$ cat src/rtl/recv_match_pkg.sv
// Shared constants for the UART "Hola!..." receiver/matcher.
// Holds baud divisors for a 12 MHz clock, receiver FSM encodings and the
// expected 8-byte sequence with a helper to pick one byte out of it.
package recv_match_pkg;

    // clk cycles per UART bit at 12 MHz
    localparam int B9600   = 1250;
    localparam int B19200  = 625;
    localparam int B57600  = 208;
    localparam int B115200 = 104;

    typedef enum logic [1:0] {
        ST_IDLE  = 2'd0,
        ST_START = 2'd1,
        ST_DATA  = 2'd2,
        ST_STOP  = 2'd3
    } rx_state_t;

    localparam int SEQ_LEN = 8;

    // "Hola!..." packed with byte i at bits [8*i +: 8]
    localparam logic [63:0] SEQ = {8'h2E, 8'h2E, 8'h2E, 8'h21,
                                   8'h61, 8'h6C, 8'h6F, 8'h48};
    localparam logic [7:0]  SEQ_FIRST = 8'h48;

    function automatic logic [7:0] seq_byte(input logic [2:0] i);
        return SEQ[{i, 3'b000} +: 8];
    endfunction

endpackage

$ cat src/rtl/recv_match_uart_rx.sv
// uart_rx: 8N1 UART receiver, LSB first, mid-bit sampling.
// Ports: clk, rstn (sync, active-low), rx (async line) -> data (last good byte),
//        rcv (1-cycle pulse on good frame), ferr (1-cycle pulse on bad stop bit).
module uart_rx
    import recv_match_pkg::*;
#(
    parameter int BAUD = B115200    // clk cycles per bit, minimum 4
) (
    input  logic       clk,
    input  logic       rstn,
    input  logic       rx,
    output logic [7:0] data,
    output logic       rcv,
    output logic       ferr
);

    localparam int TW = (BAUD > 1) ? $clog2(BAUD) : 1;
    localparam logic [TW-1:0] T_FULL = TW'(BAUD - 1);
    localparam logic [TW-1:0] T_HALF = TW'(BAUD / 2 - 1);

    logic            rx_meta;
    logic            rxs;
    rx_state_t       state,   state_nxt;
    logic [TW-1:0]   timer,   timer_nxt;
    logic [2:0]      bit_idx, bit_nxt;
    logic [7:0]      shift,   shift_nxt;
    logic [7:0]      data_nxt;
    logic            rcv_nxt;
    logic            ferr_nxt;

    // Two-flop synchronizer; preset high so reset looks like an idle line.
    always_ff @(posedge clk) begin
        if (!rstn) begin
            rx_meta <= 1'b1;
            rxs     <= 1'b1;
        end else begin
            rx_meta <= rx;
            rxs     <= rx_meta;
        end
    end

    always_ff @(posedge clk) begin
        if (!rstn) begin
            state   <= ST_IDLE;
            timer   <= '0;
            bit_idx <= 3'd0;
            shift   <= 8'h00;
            data    <= 8'h00;
            rcv     <= 1'b0;
            ferr    <= 1'b0;
        end else begin
            state   <= state_nxt;
            timer   <= timer_nxt;
            bit_idx <= bit_nxt;
            shift   <= shift_nxt;
            data    <= data_nxt;
            rcv     <= rcv_nxt;
            ferr    <= ferr_nxt;
        end
    end

    // The timer counts down to zero; the sample is taken on the zero cycle,
    // giving BAUD/2 cycles to mid-start-bit and BAUD cycles between samples.
    always_comb begin
        state_nxt = state;
        timer_nxt = timer;
        bit_nxt   = bit_idx;
        shift_nxt = shift;
        data_nxt  = data;
        rcv_nxt   = 1'b0;
        ferr_nxt  = 1'b0;

        case (state)
            ST_IDLE: begin
                if (!rxs) begin
                    timer_nxt = T_HALF;
                    state_nxt = ST_START;
                end
            end
            ST_START: begin
                if (timer != '0) begin
                    timer_nxt = timer - TW'(1);
                end else if (!rxs) begin
                    timer_nxt = T_FULL;
                    bit_nxt   = 3'd0;
                    state_nxt = ST_DATA;
                end else begin
                    // line went back high before mid-bit: a glitch, not a frame
                    state_nxt = ST_IDLE;
                end
            end
            ST_DATA: begin
                if (timer != '0) begin
                    timer_nxt = timer - TW'(1);
                end else begin
                    shift_nxt = {rxs, shift[7:1]};
                    timer_nxt = T_FULL;
                    if (bit_idx == 3'd7) begin
                        bit_nxt   = 3'd0;
                        state_nxt = ST_STOP;
                    end else begin
                        bit_nxt = bit_idx + 3'd1;
                    end
                end
            end
            ST_STOP: begin
                if (timer != '0) begin
                    timer_nxt = timer - TW'(1);
                end else begin
                    if (rxs) begin
                        data_nxt = shift;
                        rcv_nxt  = 1'b1;
                    end else begin
                        ferr_nxt = 1'b1;
                    end
                    // back to IDLE straight from mid-stop-bit so a following
                    // start bit is never missed
                    state_nxt = ST_IDLE;
                end
            end
            default: state_nxt = ST_IDLE;
        endcase
    end

endmodule

$ cat src/rtl/recv_match.sv
// recv_match: UART receiver plus detector for the byte sequence "Hola!...".
// Ports: clk, rstn (sync, active-low), rx -> data/led (last good byte),
//        rcv, ferr (from receiver), match (1-cycle pulse, one cycle after final rcv).
module recv_match
    import recv_match_pkg::*;
#(
    parameter int BAUD = B115200
) (
    input  logic       clk,
    input  logic       rstn,
    input  logic       rx,
    output logic [7:0] data,
    output logic       rcv,
    output logic       ferr,
    output logic       match,
    output logic [7:0] led
);

    logic [2:0] idx;    // position of the next expected byte in SEQ

    uart_rx #(
        .BAUD (BAUD)
    ) u_rx (
        .clk  (clk),
        .rstn (rstn),
        .rx   (rx),
        .data (data),
        .rcv  (rcv),
        .ferr (ferr)
    );

    always_ff @(posedge clk) begin
        if (!rstn) begin
            idx   <= 3'd0;
            match <= 1'b0;
        end else begin
            match <= 1'b0;
            if (ferr) begin
                idx <= 3'd0;
            end else if (rcv) begin
                if (data == seq_byte(idx)) begin
                    if (idx == 3'd7) begin
                        match <= 1'b1;
                        idx   <= 3'd0;
                    end else begin
                        idx <= idx + 3'd1;
                    end
                end else begin
                    // a stray 'H' may itself be the start of a fresh sequence
                    idx <= (data == SEQ_FIRST) ? 3'd1 : 3'd0;
                end
            end
        end
    end

    assign led = data;

endmodule

$ cat config.mk
export PLATFORM = sky130hd
export DESIGN_NAME = recv_match
export DESIGN_NICKNAME = d
export VERILOG_FILES = /design/src/rtl/recv_match_pkg.sv /design/src/rtl/recv_match_uart_rx.sv /design/src/rtl/recv_match.sv
export SDC_FILE = /design/constraint.sdc
export NUM_CORES = 1
export LEC_CHECK = 0
export CAP_MARGIN = 20
export CORE_ASPECT_RATIO = 0.9
export CORE_MARGIN = 2
export CORE_UTILIZATION = 60
export DETAILED_ROUTE_END_ITERATION = 6
export PLACE_DENSITY = 0.84
export SKIP_CTS_REPAIR_TIMING = 1
export SYNTH_ARGS = -nofsm -noshare
export SYNTH_HDL_FRONTEND = slang
export SYNTH_SLANG_ARGS = --single-unit
export TNS_END_PERCENT = 5
$ cat constraint.sdc
create_clock -name clk -period 4.8 [get_ports clk]
set_input_delay 1.44 -clock clk [delete_from_list [all_inputs] [get_ports clk]]
set_output_delay 1.44 -clock clk [all_outputs]
set_load 0.005 [all_outputs]
==> impl_metrics.env, run 1 <==
export IMPL_endpoint_kind="flop"
export IMPL_clk_pin_slew_ns=0.11
export IMPL_synth_cells=231
export IMPL_overflow=0
export IMPL_synthSimpleGateAreaFrac=0.253
export IMPL_netlist_top_cells_area="dfxtp_1 36%, ha_1 8.8%, mux2i_1 5.6%"
export IMPL_syn_nets=248
export IMPL_antenna_cells=0
export IMPL_max_freq_ghz=0.341
export IMPL_gp_congestion=0.890
export IMPL_nFillCells=244
export IMPL_die_x_um=64.5
export IMPL_synth_edf_count=0
export IMPL_die_h_um=58.5
export IMPL_slew_headroom=0.650
export IMPL_via_per_inst=5.83
export IMPL_cts_buffers_inserted=5
export IMPL_drt_iter0_drc=103
export IMPL_final_setup_worst_slack_ns=1.87
export IMPL_start_util=0.640
export IMPL_num_rows=19
export IMPL_drv_slew=0
export IMPL_rsz0062_at_grt="no"
export IMPL_cp_max_fo=27
export IMPL_post_route_drc_count=0
export IMPL_synthXorXnorAreaFrac=0.0133
export IMPL_grt_pass1_vias=1367
export IMPL_cts_buffer_depth=2
export IMPL_firstDrtPassIters=4
export IMPL_p_seq_frac=0.491
export IMPL_power_switching_w=0.000213
export IMPL_place_ws_ns=1.52
export IMPL_numClockSinks=36
export IMPL_synth_compound_area_share=0.154
export IMPL_critical_path_class="input port to flop"
export IMPL_min_path_type="flop to flop"
export IMPL_drv_cap=0
export IMPL_clk_latency_ns=0.34
export IMPL_hold_viol_final=0
export IMPL_die_area_um2=3780
export IMPL_intPower_w=0.000440
export IMPL_grt_pass1_wl_um=6420
export IMPL_synth_most_common_cell="dfxtp_1"
export IMPL_grt_max_degree=28
export IMPL_vdd_drop_max_uv=170
export IMPL_yosys_area_share_adder=0.0885
export IMPL_routed_via_count=1668
export IMPL_cts_tree="built"
export IMPL_finalCritPeriodShare=0.611
export IMPL_port_buffers=21
export IMPL_status="complete, no violations"
export IMPL_antenna_found_initial=0
export IMPL_ys_types=50
export IMPL_io_pins=22
export IMPL_ys_ff_latch=36
export IMPL_syn2layout_area_growth_pct=11.7
export IMPL_synth_warnings=0
export IMPL_core_area_um2=3090
export IMPL_htreeDepth=2
export IMPL_netlist_area_um2=1980
export IMPL_tightest_slew_ns=0.523
export IMPL_p_per_area_nw_per_um2=295
export IMPL_min_period_ns=2.93
export IMPL_slowest_delay_ns=0.66
export IMPL_synth_area_mux_share=0.0556
export IMPL_synth_avg_cell_area_um2=8.57
export IMPL_p_leak_nw=0.927
export IMPL_grt_use_total=0.218
export IMPL_avgRoutedWirePerCell_um=13.6
export IMPL_critPathLaunchType="input port"
export IMPL_drive_above_1_share=0.0656
export IMPL_root_buffer="clkbuf_4"
export IMPL_crit_family="buffers and inverters"
export IMPL_switching_share=0.326
export IMPL_path_cells="clkdlybuf4s50_1 > inv_2 > nor2_1 > and4_1 > o21ai_0 > a21bo_1"
export IMPL_finalClockSkew_ns=0.0115
export IMPL_cp_slowest_cell="clkdlybuf4s50_1"
export IMPL_synth_top_family_by_area="simple AND/OR/NAND/NOR gates"
export IMPL_cp_buffers_inverters=2
export IMPL_setup_viol=0
export IMPL_netlist_top_cell_by_area="dfxtp_1"
export IMPL_async_reset_ff_frac=0
export IMPL_clkPwrFrac=0.267
export IMPL_drt_total_wl_um=3880
export IMPL_synthTopCellsByCount="36 x dfxtp_1, 23 x nand2_1, 20 x nor2_1"
export IMPL_synthFlopType="dfxtp_1"
export IMPL_finalSetupTns_ns=0
export IMPL_hpwl_um=2920
export IMPL_yosysSeqAreaShare=0.364
export IMPL_required_ns=5.09
export IMPL_drtAntennaViolNets=0
export IMPL_fin_nets=260
export IMPL_synth_top_area_frac=0.364
export IMPL_pwr_share_comb=0.242
export IMPL_arrival_ns=3.22
-- stage by stage --
stage / cell area, µm² / power [W] / hold WS (ns) / util / cells
6_report: 2210 / 0.000653 / 0.422 / 0.715 / 286
5_1_grt: 2210 / 0.000692 / 0.475 / 0.715 / 286
4_1_cts: 2210 / 0.000655 / 0.429 / 0.715 / 286
3_5_place_dp: 2150 / 0.000482 / 0.398 / 0.694 / 278
3_3_place_gp: 2150 / 0.000482 / 0.402 / 0.694 / 278
2_1_floorplan: 1980 / 0.000459 / 0.386 / - / 231
-- power groups by stage --
stage	sequential, W	combinational (W)	clock (W)
after detailed placement	0.000327	0.000155	0
after floorplan	0.000324	0.000135	0
after CTS	0.000320	0.000157	0.000178
final	0.000320	0.000158	0.000175
after global placement	0.000326	0.000156	0
after global routing	0.000322	0.000178	0.000192
-- worst register-to-register path, stage by stage (launching register included) --
cell	delay, ns
dfxtp_1	0.38
or4_4	0.61
nor2_4	0.30
nand3_1	0.44
mux2i_1	0.29
nor2_1	0.05
-- routing by layer --
metal	up-vias	share of wire	routed length (µm)	global-route usage
met5	-	0	0	0
met4	0	0.012	46	0.0638
met3	6	0.032	125	0.0516
met2	23	0.45	1740	0.318
met1	806	0.51	1970	0.322
li1	833	-	-	-
-- state kept, by name, indices dropped and copies added (netlist names), 3 cells and up, named ones only --
| register | flops |
|---|---|
| u_rx.bit_idx | 3 |
| u_rx.data | 8 |
| u_rx.timer | 7 |
| idx | 3 |
| u_rx.shift | 8 |
-- cell usage in the layout, fill, tap and decap left out, types with 3 or more instances in the layout --
master	netlist	final
inv_1	11	11
nor2b_1	5	5
and3_1	3	3
or3_1	5	5
clkdlybuf4s50_1	0	21
clkbuf_4	0	5
a21oi_1	19	19
nand3_1	12	12
mux2i_1	11	11
nand2b_1	5	5
ha_1	14	14
o21ai_0	4	4
nor3_1	7	7
dfxtp_1	36	36
nand2_1	23	23
nor2_1	20	20
-- layout make-up --
type | instances | area [µm²] | area share
sequential | 36 | 721 | 0.326
clock buffer | 6 | 51.3 | 0.0232
timing repair buffer | 21 | 210 | 0.0951
tap | 42 | 52.6 | 0.0238
clock inverter | 2 | 13.8 | 0.00623
multi-input combinational | 167 | 1120 | 0.505
inverter | 12 | 45.0 | 0.0204
-- logic make-up (layout without fill, tap and decap cells) --
group	Yosys count	after routing
muxes	11	11
and+or+nand+nor	95	95
buffers and inverters	28	41
DFF	36	36
AOI/OAI and AO/OA	44	44
xor gates and xnor gates	3	3
adders and majority gates	14	14
-- final timing paths --
| check | startpoint | endpoint | slack [ns] | cells after the start |
|---|---|---|---|---|
| hold / removal | u_rx.rx_meta | u_rx.rxs | 0.42 | 1 |
| setup / recovery | rstn | idx[0] | 1.87 | 6 |
| hold reg to reg | u_rx.rx_meta | u_rx.rxs | 0.42 | 1 |
| setup reg to reg | u_rx.timer[3] | u_rx.data[1] | 2.61 | 5 |
Power figures use the tool's default switching activity.
==> run 2, diff against run 1 <==
--- a/config.mk
+++ b/config.mk
@@ -8,9 +8,9 @@
 export CAP_MARGIN = 20
 export CORE_ASPECT_RATIO = 0.9
 export CORE_MARGIN = 2
-export CORE_UTILIZATION = 60
+export CORE_UTILIZATION = 50
 export DETAILED_ROUTE_END_ITERATION = 6
-export PLACE_DENSITY = 0.84
+export PLACE_DENSITY = 0.75
 export SKIP_CTS_REPAIR_TIMING = 1
 export SYNTH_ARGS = -nofsm -noshare
 export SYNTH_HDL_FRONTEND = slang
==> constraint.sdc (replaced) <==
create_clock -name clk -period 2.5 [get_ports clk]
set_input_delay 0.75 -clock clk [delete_from_list [all_inputs] [get_ports clk]]
set_output_delay 0.75 -clock clk [all_outputs]
set_load 0.005 [all_outputs]
==> impl_metrics.env, run 2 (same netlist as run 1, synthesis figures left out) <==
export IMPL_finalClockSkew_ns=0.00362
export IMPL_nFillCells=350
export IMPL_slew_headroom=0.615
export IMPL_p_leak_nw=0.949
export IMPL_firstDrtPassIters=4
export IMPL_via_per_inst=5.44
export IMPL_cp_max_fo=7
export IMPL_dp_cells=285
export IMPL_reg2reg_slack_ns=0.48
export IMPL_die_x_um=70.3
export IMPL_required_ns=1.75
export IMPL_avgRoutedWirePerCell_um=13.3
export IMPL_hpwl_um=2730
export IMPL_switching_share=0.302
export IMPL_gp_congestion=0.786
export IMPL_clk_latency_ns=0.28
export IMPL_fin_nets=263
export IMPL_layout_common_cells="36 x dfxtp_1, 23 x nand2_1, 21 x clkdlybuf4s50_1"
export IMPL_antenna_cells=0
export IMPL_overflow=0
export IMPL_tightest_slew_ns=0.575
export IMPL_rsz0062_at_grt="no"
export IMPL_numClockSinks=36
export IMPL_pwr_share_comb=0.240
export IMPL_start_util=0.527
export IMPL_antenna_found_initial=0
export IMPL_grt_pass1_vias=1490
export IMPL_drt_total_wl_um=3900
export IMPL_arrival_ns=1.30
export IMPL_path_depth=1
export IMPL_status="complete, no violations"
export IMPL_die_area_um2=4480
export IMPL_drt_iter0_drc=55
export IMPL_cp_buffers_inverters=1
export IMPL_clk_pin_slew_ns=0.07
export IMPL_endpoint_kind="output port"
export IMPL_num_rows=21
export IMPL_finalCritPeriodShare=0.819
export IMPL_crit_family="buffers and inverters"
export IMPL_biggestRegsByFlops="u_rx.data (8), u_rx.shift (8), u_rx.timer (7)"
export IMPL_routed_via_count=1594
export IMPL_r2r_cells=5
export IMPL_drv_cap=0
export IMPL_vdd_drop_max_uv=330
export IMPL_intPower_w=0.000942
export IMPL_power_switching_w=0.000407
export IMPL_regToRegEndpoint="u_rx.data[4]"
export IMPL_endpoint="data[0]"
export IMPL_core_area_um2=3760
export IMPL_setup_viol=0
export IMPL_grt_pass1_wl_um=6630
export IMPL_startpoint="u_rx.data[0]"
export IMPL_p_seq_frac=0.456
export IMPL_p_per_area_nw_per_um2=596
export IMPL_cts_buffers_inserted=5
export IMPL_drive_above_1_share=0.0688
export IMPL_io_pins=22
export IMPL_post_route_drc_count=0
export IMPL_hold_viol_final=0
export IMPL_stdcell_count=293
export IMPL_drv_slew=0
export IMPL_syn2layout_area_growth_pct=14.3
export IMPL_min_period_ns=2.05
export IMPL_drtAntennaViolNets=0
export IMPL_cts_buffer_depth=2
export IMPL_port_buffers=21
export IMPL_reg2reg_from="u_rx.timer[3]"
export IMPL_grt_max_degree=27
export IMPL_path_cells="clkdlybuf4s50_1"
export IMPL_critical_path_class="flop to output port"
export IMPL_min_path_type="flop to flop"
export IMPL_die_h_um=63.7
export IMPL_finalSetupTns_ns=0
export IMPL_grt_use_total=0.184
export IMPL_root_buffer="clkbuf_8"
export IMPL_cts_tree="built"
export IMPL_htreeDepth=2
export IMPL_final_common_cell="dfxtp_1"
export IMPL_clkPwrFrac=0.304
export IMPL_cp_slowest_cell="clkdlybuf4s50_1"
export IMPL_slowest_delay_ns=0.56
export IMPL_critPathLaunchType="flop"
export IMPL_max_freq_ghz=0.488
==> run 2: per-stage QoR <==
stage / util / setup WS, ns / total power, W / instance area [µm²] / hold slack [ns]
final: 0.602 / 0.452 / 0.00135 / 2260 / 0.414
after global routing: 0.602 / 0.356 / 0.00143 / 2260 / 0.456
after CTS: 0.602 / 0.438 / 0.00136 / 2260 / 0.423
after detailed placement: 0.578 / 0.399 / 0.000943 / 2170 / 0.398
after global placement: 0.578 / 0.416 / 0.000940 / 2170 / 0.405
after floorplan: - / 0.671 / 0.000881 / 1980 / 0.386
==> run 2: final cells by class <==
cell class / count / area [µm²] / area share
Inverter: 12 / 45.0 / 0.0199
Tap cell: 46 / 57.6 / 0.0254
Timing Repair Buffer: 24 / 233 / 0.103
Clock buffer: 8 / 90.1 / 0.0398
Multi-Input combinational cell: 167 / 1120 / 0.494
Sequential cell: 36 / 721 / 0.318
==> run 2: per-layer routing <==
metal | vias to the layer above | wire length, µm | GRT usage
li1 | 836 | - | -
met1 | 735 | 1930 | 0.232
met2 | 19 | 1820 | 0.310
met3 | 4 | 105 | 0.0432
met4 | 0 | 38 | 0.0577
met5 | - | 0 | 0
==> run 2: worst min-delay path by stage <==
| stage | start | endpoint | slack [ns] | depth (start not counted) |
|---|---|---|---|---|
| finish | u_rx.rx_meta | u_rx.rxs | 0.41 | 1 |
| global route | u_rx.rx_meta | u_rx.rxs | 0.46 | 1 |
| CTS | u_rx.rx_meta | u_rx.rxs | 0.42 | 1 |
| detailed placement | u_rx.rx_meta | u_rx.rxs | 0.40 | 1 |
| global placement | u_rx.rx_meta | u_rx.rxs | 0.41 | 1 |
| floorplan | u_rx.rx_meta | u_rx.rxs | 0.39 | 1 |
==> run 2: power groups by stage <==
| stage | combinational (W) | clock, W | sequential (W) |
|---|---|---|---|
| global placement | 0.000314 | 0 | 0.000626 |
| floorplan | 0.000259 | 0 | 0.000622 |
| detailed placement | 0.000315 | 0 | 0.000628 |
| global route | 0.000359 | 0.000450 | 0.000617 |
| finish | 0.000323 | 0.000411 | 0.000615 |
| CTS | 0.000319 | 0.000426 | 0.000615 |
